<file path="config.mk">
export PLATFORM = sky130hd
export DESIGN_NAME = sys_bridge_n
export DESIGN_NICKNAME = d
export VERILOG_FILES = /design/src/rtl/bridge_pkg.sv /design/src/rtl/irq_sync_latch.sv /design/src/rtl/sys_bridge_n.sv
export SDC_FILE = /design/constraint.sdc
export NUM_CORES = 1
export LEC_CHECK = 0
export CAP_MARGIN = 25
export CORE_AREA = 2 2 132 134
export DETAILED_ROUTE_END_ITERATION = 7
export DIE_AREA = 0 0 134 136
export HOLD_SLACK_MARGIN = 0.08
export PLACE_DENSITY = 0.67
export SYNTH_ARGS = -nofsm -noshare
export SYNTH_HDL_FRONTEND = slang
export SYNTH_HIERARCHICAL = 1
export SYNTH_SLANG_ARGS = --single-unit
</file>
<file path="constraint.sdc">
create_clock -name clk -period 5.8 [get_ports clk]
set_clock_uncertainty 0.2 [all_clocks]
set_input_delay 1.45 -clock clk [delete_from_list [all_inputs] [get_ports clk]]
set_output_delay 1.45 -clock clk [all_outputs]
set_load 0.02 [all_outputs]
</file>
<file path="src/rtl/bridge_pkg.sv">
`default_nettype none
// +----------------------------------------------------------------------------+
// | bridge_pkg : target ids, CSR offsets and error-counter width for the bridge |
// | Rev 1.0                                                                     |
// +----------------------------------------------------------------------------+
package bridge_pkg;

  localparam int unsigned TGT_W = 4;
  typedef logic [TGT_W-1:0] tgt_id_t;

  localparam tgt_id_t TGT_MEM  = 4'd0;
  localparam tgt_id_t TGT_CSR  = 4'd1;
  localparam tgt_id_t TGT_DEV0 = 4'd2;
  localparam tgt_id_t TGT_NONE = 4'd15;

  localparam logic [31:0] CSR_OFF_PEND = 32'h0000_0000;
  localparam logic [31:0] CSR_OFF_ERR  = 32'h0000_0004;

  localparam int unsigned ERR_CNT_W = 8;
  typedef logic [ERR_CNT_W-1:0] err_cnt_t;

  function automatic tgt_id_t dev_tgt(input int idx);
    return TGT_DEV0 + tgt_id_t'(idx);
  endfunction

endpackage
`default_nettype wire

</file>
<file path="src/rtl/irq_sync_latch.sv">
`default_nettype none
// +----------------------------------------------------------------------------+
// | irq_sync_latch : 2FF synchroniser, rising-edge detect, W1C pending bit      |
// | Rev 1.0                                                                     |
// +----------------------------------------------------------------------------+
module irq_sync_latch (
  input  logic clk,
  input  logic reset,
  input  logic irq_async,
  input  logic clr,
  output logic pend
);

  logic r_sync1;
  logic r_sync2;
  logic r_sync_prev;
  logic r_pend;
  logic w_rise;

  assign w_rise = r_sync2 & ~r_sync_prev;
  assign pend   = r_pend;

  // A new edge takes precedence over a simultaneous clear
  always_ff @(posedge clk or negedge reset) begin
    if (!reset) begin
      r_sync1     <= 1'b0;
      r_sync2     <= 1'b0;
      r_sync_prev <= 1'b0;
      r_pend      <= 1'b0;
    end else begin
      r_sync1     <= irq_async;
      r_sync2     <= r_sync1;
      r_sync_prev <= r_sync2;
      r_pend      <= w_rise | (r_pend & ~clr);
    end
  end

endmodule
`default_nettype wire

</file>
<file path="src/rtl/sys_bridge_n.sv">
`default_nettype none
// +----------------------------------------------------------------------------+
// | sys_bridge_n : CPU data-port bridge to data memory, CSRs and peripherals    |
// | Rev 1.0                                                                     |
// +----------------------------------------------------------------------------+
module sys_bridge_n
  import bridge_pkg::*;
#(
  parameter int                     NUM_DEV  = 2,
  parameter logic [31:0]            MEM_BASE = 32'h0000_0000,
  parameter logic [31:0]            MEM_SIZE = 32'h0000_3000,
  parameter logic [NUM_DEV*32-1:0]  DEV_BASE = {32'h0000_7F10, 32'h0000_7F00},
  parameter logic [NUM_DEV*32-1:0]  DEV_MASK = {NUM_DEV{32'hFFFF_FFF0}},
  parameter logic [31:0]            CSR_BASE = 32'h0000_7F80
) (
  input  logic                    clk,
  input  logic                    reset,
  input  logic                    cpu_req,
  input  logic [31:0]             cpu_addr,
  input  logic [31:0]             cpu_wdata,
  input  logic [3:0]              cpu_byteen,
  output logic [31:0]             cpu_rdata,
  output logic                    cpu_rvalid,
  output logic                    cpu_err,
  output logic [31:0]             m_data_addr,
  output logic [31:0]             m_data_wdata,
  output logic [3:0]              m_data_byteen,
  input  logic [31:0]             m_data_rdata,
  output logic [31:0]             dev_addr,
  output logic [31:0]             dev_wdata,
  output logic [NUM_DEV-1:0]      dev_we,
  input  logic [NUM_DEV*32-1:0]   dev_rdata,
  input  logic [NUM_DEV-1:0]      dev_irq,
  output logic [NUM_DEV-1:0]      hw_int
);

  logic [31:0]        w_mem_off;
  logic               w_mem_hit;
  logic               w_csr_hit;
  logic               w_csr_err_addr;
  logic               w_wr;
  logic               w_full;
  logic               w_illegal;
  logic               w_full_wr;
  tgt_id_t            w_tgt;
  logic [NUM_DEV-1:0] w_dev_hit;
  logic [31:0]        w_dev_rd;
  logic [31:0]        w_csr_rd;
  logic [31:0]        w_cap;
  logic [NUM_DEV-1:0] w_pend_clr;

  logic               r_rvalid;
  logic               r_err;
  err_cnt_t           r_err_cnt;
  tgt_id_t            r_sel;
  logic [31:0]        r_rdata;

  // Offset compare wraps, so any MEM_BASE works without a lower-bound test
  assign w_mem_off      = cpu_addr - MEM_BASE;
  assign w_mem_hit      = w_mem_off < MEM_SIZE;
  assign w_csr_err_addr = cpu_addr == (CSR_BASE + CSR_OFF_ERR);
  assign w_csr_hit      = (cpu_addr == (CSR_BASE + CSR_OFF_PEND)) || w_csr_err_addr;

  always_comb begin
    w_tgt     = TGT_NONE;
    w_dev_hit = '0;
    w_dev_rd  = '0;
    for (int i = NUM_DEV - 1; i >= 0; i--) begin
      if ((cpu_addr & DEV_MASK[32*i +: 32]) == DEV_BASE[32*i +: 32]) begin
        w_tgt        = dev_tgt(i);
        w_dev_hit    = '0;
        w_dev_hit[i] = 1'b1;
        w_dev_rd     = dev_rdata[32*i +: 32];
      end
    end
    if (w_csr_hit || w_mem_hit) begin
      w_tgt     = w_mem_hit ? TGT_MEM : TGT_CSR;
      w_dev_hit = '0;
      w_dev_rd  = '0;
    end
  end

  assign w_wr      = |cpu_byteen;
  assign w_full    = &cpu_byteen;
  assign w_full_wr = cpu_req & w_wr & w_full;

  assign w_illegal = cpu_req & ((w_tgt == TGT_NONE)
                              | (w_wr & (w_tgt != TGT_MEM) & ~w_full)
                              | (w_wr & (w_tgt == TGT_CSR) & w_csr_err_addr));

  assign m_data_addr   = cpu_addr;
  assign m_data_wdata  = cpu_wdata;
  assign m_data_byteen = (cpu_req && (w_tgt == TGT_MEM)) ? cpu_byteen : 4'b0000;
  assign dev_addr      = cpu_addr;
  assign dev_wdata     = cpu_wdata;
  assign dev_we        = w_full_wr ? w_dev_hit : '0;

  assign w_pend_clr = (w_full_wr && (w_tgt == TGT_CSR) && !w_csr_err_addr)
                    ? cpu_wdata[NUM_DEV-1:0] : '0;

  assign w_csr_rd = w_csr_err_addr ? {{(32-ERR_CNT_W){1'b0}}, r_err_cnt}
                                   : {{(32-NUM_DEV){1'b0}}, hw_int};
  assign w_cap    = (w_tgt == TGT_CSR) ? w_csr_rd : w_dev_rd;

  always_ff @(posedge clk or negedge reset) begin
    if (!reset) begin
      r_rvalid  <= 1'b0;
      r_err     <= 1'b0;
      r_err_cnt <= '0;
      r_sel     <= TGT_NONE;
      r_rdata   <= '0;
    end else begin
      r_rvalid <= cpu_req & ~w_wr;
      r_err    <= w_illegal;
      if (w_illegal && (r_err_cnt != '1)) begin
        r_err_cnt <= r_err_cnt + err_cnt_t'(1);
      end
      if (cpu_req && !w_wr) begin
        r_sel   <= w_tgt;
        r_rdata <= w_cap;
      end
    end
  end

  // DM answers a cycle after the address, so its data is muxed in live
  assign cpu_rvalid = r_rvalid;
  assign cpu_err    = r_err;
  assign cpu_rdata  = !r_rvalid ? '0 : ((r_sel == TGT_MEM) ? m_data_rdata : r_rdata);

  genvar gi;
  generate
    for (gi = 0; gi < NUM_DEV; gi++) begin : g_irq
      irq_sync_latch u_irq (
        .clk       (clk),
        .reset     (reset),
        .irq_async (dev_irq[gi]),
        .clr       (w_pend_clr[gi]),
        .pend      (hw_int[gi])
      );
    end
  endgenerate

endmodule
`default_nettype wire
</file>
-- Yosys cells after proc, flatten, opt, wreduce, memory -nomap -nowiden
Index checks and enable logic that the tools add are counted.
- reductions and logical operators: 14
- equality and inequality tests: 7
- shift operators: 0
- order comparisons: 1
- add/subtract/negate cells: 1
- mux-type cells: 17
- multiply operators: 0
- divide/modulo/power cells: 0
- bitwise logic cells: 22
- operator list (kind ; number):
    $mux W32 ; 6
    $eq A32 B15 Y1 const B ; 2
    $eq A28 B11 Y1 const B ; 2
    $lt A32 B14 Y1 const B ; 1
    $mux W4 ; 4
    $and A1 B1 Y1 ; 12
    $mux W2 ; 5
    $add A8 B1 Y8 const B ; 1
    $logic_not A4 Y1 ; 2
    $mux W8 ; 1
    $ne A8 B8 Y1 const B ; 1
    $not A1 Y1 ; 6
    $logic_and A1 B1 Y1 ; 5
    $eq A4 B1 Y1 const B ; 1
    $eq A4 B4 Y1 const B ; 1
    $or A1 B1 Y1 ; 4
    $reduce_and A4 Y1 ; 1
    $reduce_bool A4 Y1 ; 1
    $reduce_or A4 Y1 ; 1
    $logic_not A1 Y1 ; 2
    $logic_or A1 B1 Y1 ; 2
    $mux W1 ; 1
- memory bits (read-only): 0
- RAM bits: 0
- output and inout port bits: 170
- input bits: 169
- memories: 0
- flip-flop bits (word level): 54
- bits in latches: 0
- word-level logic and storage cells: 75

-- Depth between registers and ports, before layout
Gate-level depths: netlist of run 1.
- depth in word-level cells: 11
- gate-level depth with buffers: 8

-- Hierarchy
The synthesis of run 1 kept the hierarchy.
- by module, submodules not included (module ; seq. area each (µm²) ; times used ; area an instance (µm²) ; cells each):
    sys_bridge_n ; 1129.8 ; 1 ; 3915.0 ; 454
    irq_sync_latch ; 100.1 ; 2 ; 120.1 ; 7

-- Least setup slack after synthesis of run 1
Ideal clock, no wire load.
- path kind: in2out
- start point: in cpu_addr[15]
- end point: out dev_we[0]
- required time: 4.150 ns
- cell stages on the path: 5
- slack: 1.371 ns
- buffers on the path: 0
- arrival: 2.779 ns
- cells stage by stage: nand4b_4 nor4_2 nor3b_4 nand2_1 nor2_1
- cells in the longest elaborated chain, start to end: 5
- elaborated cells on any way between the ends: 9
- classes of those cells: order compare (1); eq/ne (3); mux (3); reduce/logical (2)
- ends and longest elaborated chain (what ; RTL line ; source):
    from (decl) ; sys_bridge_n.sv:19 ; input logic [31:0] cpu_addr,
    branches (longest 3 deep; another with $lt A32 B14 Y1) ; - ;
    $mux W2 (*) ; sys_bridge_n.sv:76 ; if (w_csr_hit || w_mem_hit) begin
    $mux W2 (*) ; sys_bridge_n.sv:96 ; assign dev_we = w_full_wr ? w_dev_hit : '0;
    to (decl) ; sys_bridge_n.sv:31 ; output logic [NUM_DEV-1:0] dev_we,
Every way passes the cells marked *.

-- Final worst setup path of run 1
Same ends and word-level chain as after synthesis.

==> impl_metrics.tcl, run 1 <==
set metrics [dict create \
    wl_met2_mm 6.238 \
    rsz0062_at_grt "false" \
    cp_cell_sequence "clkdlybuf4s50_1, nand4b_4, nor4_2, nor3b_4, nand2_1, nor2_1, clkdlybuf4s50_1" \
    top_layer "met4" \
    cts.sink_count 53 \
    final_nets 753 \
    hold_violations 0 \
    power.internal_uw 743.1 \
    cp_top_family "simple AND/OR/NAND/NOR gates" \
    cpMostUsedCell "clkdlybuf4s50_1" \
    first_global_vias 3532 \
    cp_max_fo 5 \
    port_buffers 248 \
    cp_num_cells 7 \
    seq_area_frac_synth 0.3201 \
    cts_root_buf "clkbuf_16" \
    final_area_mm2 0.006085 \
    post-route-period-util 0.9683 \
    ctsHoldBuffers 0 \
    slew_headroom 0.3952 \
    p_per_area_mw_per_mm2 174.7 \
    via_per_inst 4.425 \
    grt.total_usage 0.1457 \
    core_area_mm2 0.01688 \
    io-pin-count 339 \
    dr.pass1.iters 4 \
    p_leak_uw 0.002394 \
    drt_iter0_drc 195 \
    cp-start-kind "primary input" \
    start_util 0.2462 \
    total_power_uw 1063 \
    worst_pin_slew_ps 907.3 \
    ys_ff_latch 53 \
    layout-drive-gt1-share 0.07021 \
    clk_latency_ps 300 \
    register_area_mm2 0.001330 \
    drv_cap 0 \
    place_inst 799 \
    dpl_cell_area_mm2 0.005914 \
    cp_num_buf_inv 2 \
    die_w_um 134 \
    die_height_um 136 \
    postCtsSetupBuffers 0 \
    drc 0 \
    netlist_instances 468 \
    power.share.clock 0.284 \
    whs_path_depth 0 \
    antenna_found_initial 0 \
    drtAntennaViolNets 0 \
    wire_per_inst_um 16.69 \
    place_ws_ps 200.6 \
    outcome "complete, no violations" \
    numCtsBuffers 5 \
    syn_to_final_growth_pct 46.43 \
    multiInputGateArea_mm2 0.001743 \
    tns_ps 0 \
    power_switching_uw 320.1 \
    critical_path_arrival_ps 3970 \
    grt_max_degree 54 \
    dr_wl_met3_mm 1.109 \
    fp-row-count 48 \
    clk_pin_slew_ps 70 \
    pwr-share-comb 0.293 \
    avgSynthCellArea_um2 8.879 \
    cts_tree "built" \
    yosys_warnings 6 \
    swShare 0.3011 \
    grt_pass1_wl_mm 20.60 \
    drv_slew 0 \
    ctsHtreeMaxLevel 2 \
    critPathCaptureType "output pin" \
    peakVddDrop_uv 137.2 \
    overflow 0 \
    final_cells 809 \
    die_area_mm2 0.01822 \
    final-setup-viol-count 0 \
    reg2reg_depth 5 \
    vias 3580 \
    fillCellCount 1737 \
    cts.path.max_buffers 2 \
    fin_ws_ps 183.7 \
    gp_congestion 0.8440 \
    dp_hpwl_mm 10.47 \
    cpMaxStageDelayCell "clkdlybuf4s50_1" \
    syn_nets 638 \
    path_class "primary input to output pin" \
    wl_mm 13.50 \
    period_minus_slack_ps 5616 \
    p_seq_frac 0.423 \
    cp.required_ps 4150 \
    wl_met1_mm 5.914 \
    synth_area_mm2 0.004155 \
    critPathMaxStageDelay_ps 650 \
    n_antenna_cell 0 \
    synthDistinctLibCells 51 \
    hold_class "flip-flop to flip-flop" \
    fmax_mhz 178.1 \
    cts-resized-gates 0 \
]
## layout by cell type, fill, tap and decap left out, types with 3 or more instances in the layout
cell,count
dfstp_2,3
a21o_1,9
nor3_1,3
clkinvlp_4,3
o21ai_0,4
and2_1,7
buf_4,8
a22oi_1,3
nor3_2,5
a22o_1,28
nor4_1,4
mux2i_1,5
a21oi_1,5
and3_1,6
clkdlybuf4s50_1,247
and2_0,4
dfrtp_1,50
a221o_1,11
inv_1,8
clkbuf_16,5
nor2_1,12
a21boi_0,32
a2bb2oi_1,3
nand2_1,77
xor2_1,5
nand3_1,4
## routing by layer
metal / GRT usage / vias to the layer above
met3: 0.04437 / 17
met5: 0 / -
met2: 0.2305 / 172
li1: - / 1719
met4: 0.04433 / 0
met1: 0.1912 / 1672
## cells in the mapped netlist, drive strengths merged
library cell	number	area, µm²
nor4	6	58.80
a211oi	1	7.510
nand3b	1	7.510
a21boi	32	240.2
nor3	10	92.59
o21a	1	7.510
nor3b	3	38.79
nor2	13	51.30
a2bb2oi	3	26.28
a22oi	3	22.52
nand2	77	289.0
or3b	1	11.26
o22ai	2	25.02
and4	1	8.760
dfrtp	50	1251
buf	135	1005
a22o	28	245.2
o211ai	2	15.01
inv	8	30.03
a211o	1	8.760
ha	1	12.51
and3	6	37.54
nand4	2	12.51
o21ai	4	20.02
clkbuf	14	52.55
o221a	1	11.26
dfstp	3	78.83
or2	2	12.52
and2	11	68.81
a21o	9	67.56
or3	1	6.260
mux2	2	22.52
nand4b	1	23.77
or4	2	15.01
nand3	4	20.02
a21oi	5	25.02
a221o	11	110.1
xor2	5	43.79
o32a	1	22.52
mux2i	5	50.05
## state kept, by name (all words and copies together), names as in the netlist
register,flops
g_irq.u_irq/r_sync_prev,2
r_err_cnt,8
g_irq.u_irq/r_sync2,2
r_rdata,32
cpu_rvalid,1
r_sel,3
g_irq.u_irq/r_sync1,2
cpu_err,1
g_irq.u_irq/pend,2
## area by class of cell
class | instances | share of cell area
clock buffer | 5 | 0.02056
clock inverter | 3 | 0.003701
inverter | 8 | 0.004935
multi-input combinational | 258 | 0.2864
sequential | 53 | 0.2186
tap | 225 | 0.04627
timing repair buffer | 257 | 0.4195
## worst reg2reg max path: cells and delay by family (launching register included)
family / cells / cell delay [ps]
and+or+nand+nor: 3 / 680
DFF: 1 / 450
adders and majority gates: 1 / 230
muxes: 1 / 330
## per-stage QoR
stage	util	hold WS, ps
finish	0.3605	150.9
floorplan	-	131.2
global route	0.3605	160.8
global placement	0.3505	133.6
detailed placement	0.3505	135.8
CTS	0.3592	153.4
## path summary, 6_finish.rpt
kind	to	slack, ps	startpoint
max	dev_we[0]	180	cpu_addr[15]
min	g_irq[0].u_irq/r_sync2$_DFF_PN0_	150	g_irq[0].u_irq/r_sync1$_DFF_PN0_
max reg2reg	r_err_cnt[1]$_DFFE_PN0P_	3800	r_err_cnt[0]$_DFFE_PN0P_
min reg2reg	g_irq[0].u_irq/r_sync2$_DFF_PN0_	150	g_irq[0].u_irq/r_sync1$_DFF_PN0_
max in group asynchronous	r_rdata[23]$_DFFE_PN0P_	3850	reset
min in group asynchronous	r_err_cnt[5]$_DFFE_PN0P_	1070	reset
## power by group through the flow
stage,registers [µW],logic (µW),clock network (µW)
2_1_floorplan,445,222,0
5_1_grt,455,337,333
3_3_place_gp,456,311,0
3_5_place_dp,456,314,0
4_1_cts,449,315,318
6_report,450,312,302
## cells by family (layout without fill, tap and decap cells)
group | count (synthesis) | count (layout) | share of synthesized area
buf+inv | 157 | 273 | 0.2617
simple gates | 141 | 141 | 0.1816
compound gates | 104 | 104 | 0.2057
flops | 53 | 53 | 0.3201
mux | 7 | 7 | 0.01746
xor+xnor | 5 | 5 | 0.01054
fa+ha+maj | 1 | 1 | 0.003011
Power figures use the tool's default switching activity.
==> run 2: changes to the inputs <==
--- a/config.mk
+++ b/config.mk
@@ -6,11 +6,13 @@
 export NUM_CORES = 1
 export LEC_CHECK = 0
 export CAP_MARGIN = 25
-export CORE_AREA = 2 2 132 134
+export CELL_PAD_IN_SITES_DETAIL_PLACEMENT = 1
+export CELL_PAD_IN_SITES_GLOBAL_PLACEMENT = 1
+export CORE_AREA = 2 2 148 150
 export DETAILED_ROUTE_END_ITERATION = 7
-export DIE_AREA = 0 0 134 136
+export DIE_AREA = 0 0 150 152
 export HOLD_SLACK_MARGIN = 0.08
-export PLACE_DENSITY = 0.67
+export PLACE_DENSITY = 0.79
 export SYNTH_ARGS = -nofsm -noshare
 export SYNTH_HDL_FRONTEND = slang
 export SYNTH_HIERARCHICAL = 1
==> constraint.sdc (replaced) <==
create_clock -name clk -period 4.8 [get_ports clk]
set_clock_uncertainty 0.2 [all_clocks]
set_input_delay 1.2 -clock clk [delete_from_list [all_inputs] [get_ports clk]]
set_output_delay 1.2 -clock clk [all_outputs]
set_load 0.02 [all_outputs]
==> run 2 against run 1 <==
  * Register-to-register slack worse by 1000 ps
  * Sequential share of layout area decreased by 0.65 points
  * Non-clock buffer count increased by 15
  * Final area up 3.1%
  * Clock power up 21%
  * Sequential power grew 21%
  * Utilization down 6.7 points
  * First-iteration DRC count shrank 55%
==> impl_metrics.tcl, run 2 (synthesized netlist as in run 1, its figures left out) <==
set metrics [dict create \
    outcome "complete, no violations" \
    post-route-period-util 0.9684 \
    drc 0 \
    tns_ps 0 \
    via_per_inst 4.190 \
    critPathCaptureType "output pin" \
    cts_root_buf "clkbuf_16" \
    vias 3683 \
    cts.path.max_buffers 2 \
    first_global_vias 3946 \
    p_leak_uw 0.002501 \
    grt.total_usage 0.1308 \
    min_from "g_irq[0].u_irq/r_sync1$_DFF_PN0_" \
    slew_headroom 0.4323 \
    drv_slew 0 \
    place_ws_ps -36.28 \
    clk_latency_ps 300 \
    cp_max_fo 5 \
    rrSetupSlack_ps 2750 \
    final_common_cell "clkdlybuf4s50_1" \
    regMostFlops "r_rdata" \
    fmax_mhz 215.1 \
    ctsHoldBuffers 0 \
    r2r-end "r_err_cnt[1]$_DFFE_PN0P_" \
    critical_path_arrival_ps 3250 \
    final_nets 768 \
    drt_iter0_drc 88 \
    fp-row-count 54 \
    hold_violations 0 \
    largest_reg_flops 32 \
    cts_tree "built" \
    worst_pin_slew_ps 851.6 \
    cp-start-kind "primary input" \
    antenna_found_initial 0 \
    final-setup-viol-count 0 \
    whs_path_depth 0 \
    hold_class "flip-flop to flip-flop" \
    path_class "primary input to output pin" \
    dp_hpwl_mm 12.24 \
    hold_end "g_irq[0].u_irq/r_sync2$_DFF_PN0_" \
    fin_ws_ps 151.9 \
    die_w_um 150 \
    dr.pass1.iters 4 \
    start_util 0.1946 \
    syn_to_final_growth_pct 50.92 \
    rsz0062_at_grt "false" \
    numCtsBuffers 5 \
    period_minus_slack_ps 4648 \
    reg2reg_depth 5 \
    port_buffers 248 \
    drv_cap 0 \
    n_antenna_cell 0 \
    drtAntennaViolNets 0 \
    layout_common_cells "clkdlybuf4s50_1 (245), nand2_1 (77), dfrtp_1 (50)" \
    core_area_mm2 0.02135 \
    p_per_area_mw_per_mm2 206.6 \
    die_height_um 152 \
    grt_max_degree 36 \
    clk_pin_slew_ps 70 \
    gp_congestion 0.7815 \
    peakVddDrop_uv 125.3 \
    cp.required_ps 3400 \
    ctsHtreeMaxLevel 2 \
    overflow 0 \
    fin_util 0.2937 \
    die_area_mm2 0.02280 \
    io-pin-count 339 \
    cts.sink_count 53 \
    timing.rr.start "r_err_cnt[0]$_DFFE_PN0P_" \
    wl_mm 15.11 \
    wire_per_inst_um 17.19 \
    reg_top3 "r_rdata x32, r_err_cnt x8, r_sel x3" \
    grt_pass1_wl_mm 23.10 \
    layout-drive-gt1-share 0.09182 \
]
## run 2: cell count changes in the layout (fill, tap and decap cells not counted), moves of 2 or more
cell / previous run / this run
clkdlybuf4s50_1: 247 / 245
clkinvlp_4: 3 / 0
buf_4: 8 / 23
clkbuf_1: 0 / 2
## run 2: worst max path at each step
stage | startpoint | slack, ps | cells past startpoint | endpoint
5_1_grt | cpu_addr[24] | 30 | 6 | m_data_byteen[0]
6_report | cpu_addr[30] | 150 | 6 | m_data_byteen[2]
2_1_floorplan | cpu_addr[15] | 870 | 5 | dev_we[0]
4_1_cts | cpu_addr[10] | 60 | 7 | dev_we[1]
3_5_place_dp | cpu_addr[10] | -40 | 8 | dev_we[0]
3_3_place_gp | cpu_addr[10] | 40 | 8 | dev_we[0]
## run 2: per-stage QoR
step	area [µm²]	instances	total power, µW	hold WS (ps)
after detailed placement	6123	870	944.5	138.1
after CTS	6260	878	1314	154.1
after global placement	6096	869	935.0	133.9
after global routing	6271	879	1367	174.1
after floorplan	4155	468	806.5	131.2
final	6271	879	1296	150.8
## run 2: per-layer routing
layer	track usage	up-vias	routed length, µm
met1	0.1640	1781	6486
met5	0	-	0
li1	-	1750	-
met2	0.2227	139	7381
met3	0.03934	13	1109
met4	0.02426	0	136
## run 2: power breakdown
| group | total (µW) | switching [µW] | internal, µW | leakage, µW |
|---|---|---|---|---|
| combinational | 388 | 172 | 216 | 0.00175 |
| sequential | 543 | 49.5 | 494 | 0.000683 |
| clock | 364 | 171 | 194 | 0.0000679 |
| total | 1300 | 392 | 904 | 0.00250 |
## run 2: final cells by class
type                    count  area (µm²)
flip-flops and latches     53        1330
fillers                  2470       15080
well taps                 280       350.3
repair buffers            272        2679
clock inverters             1       5.005
clock buffers               7       132.6
multi-input cells         258        1744
inverters                   8       30.03
## run 2: repair_timing
action,4_1_cts,5_1_grt
endpoints found under the hold margin,0,0
setup buffers,0,0
pin swaps,0,0
gates cloned,0,0
resized for setup,1,2
setup endpoints to repair,1,5
## run 2: worst max-delay path, stage by stage
cell	delay [ps]
clkdlybuf4s50_1	460
nor4_1	320
and4_1	290
and2_2	210
and3_1	170
clkdlybuf4s50_1	600
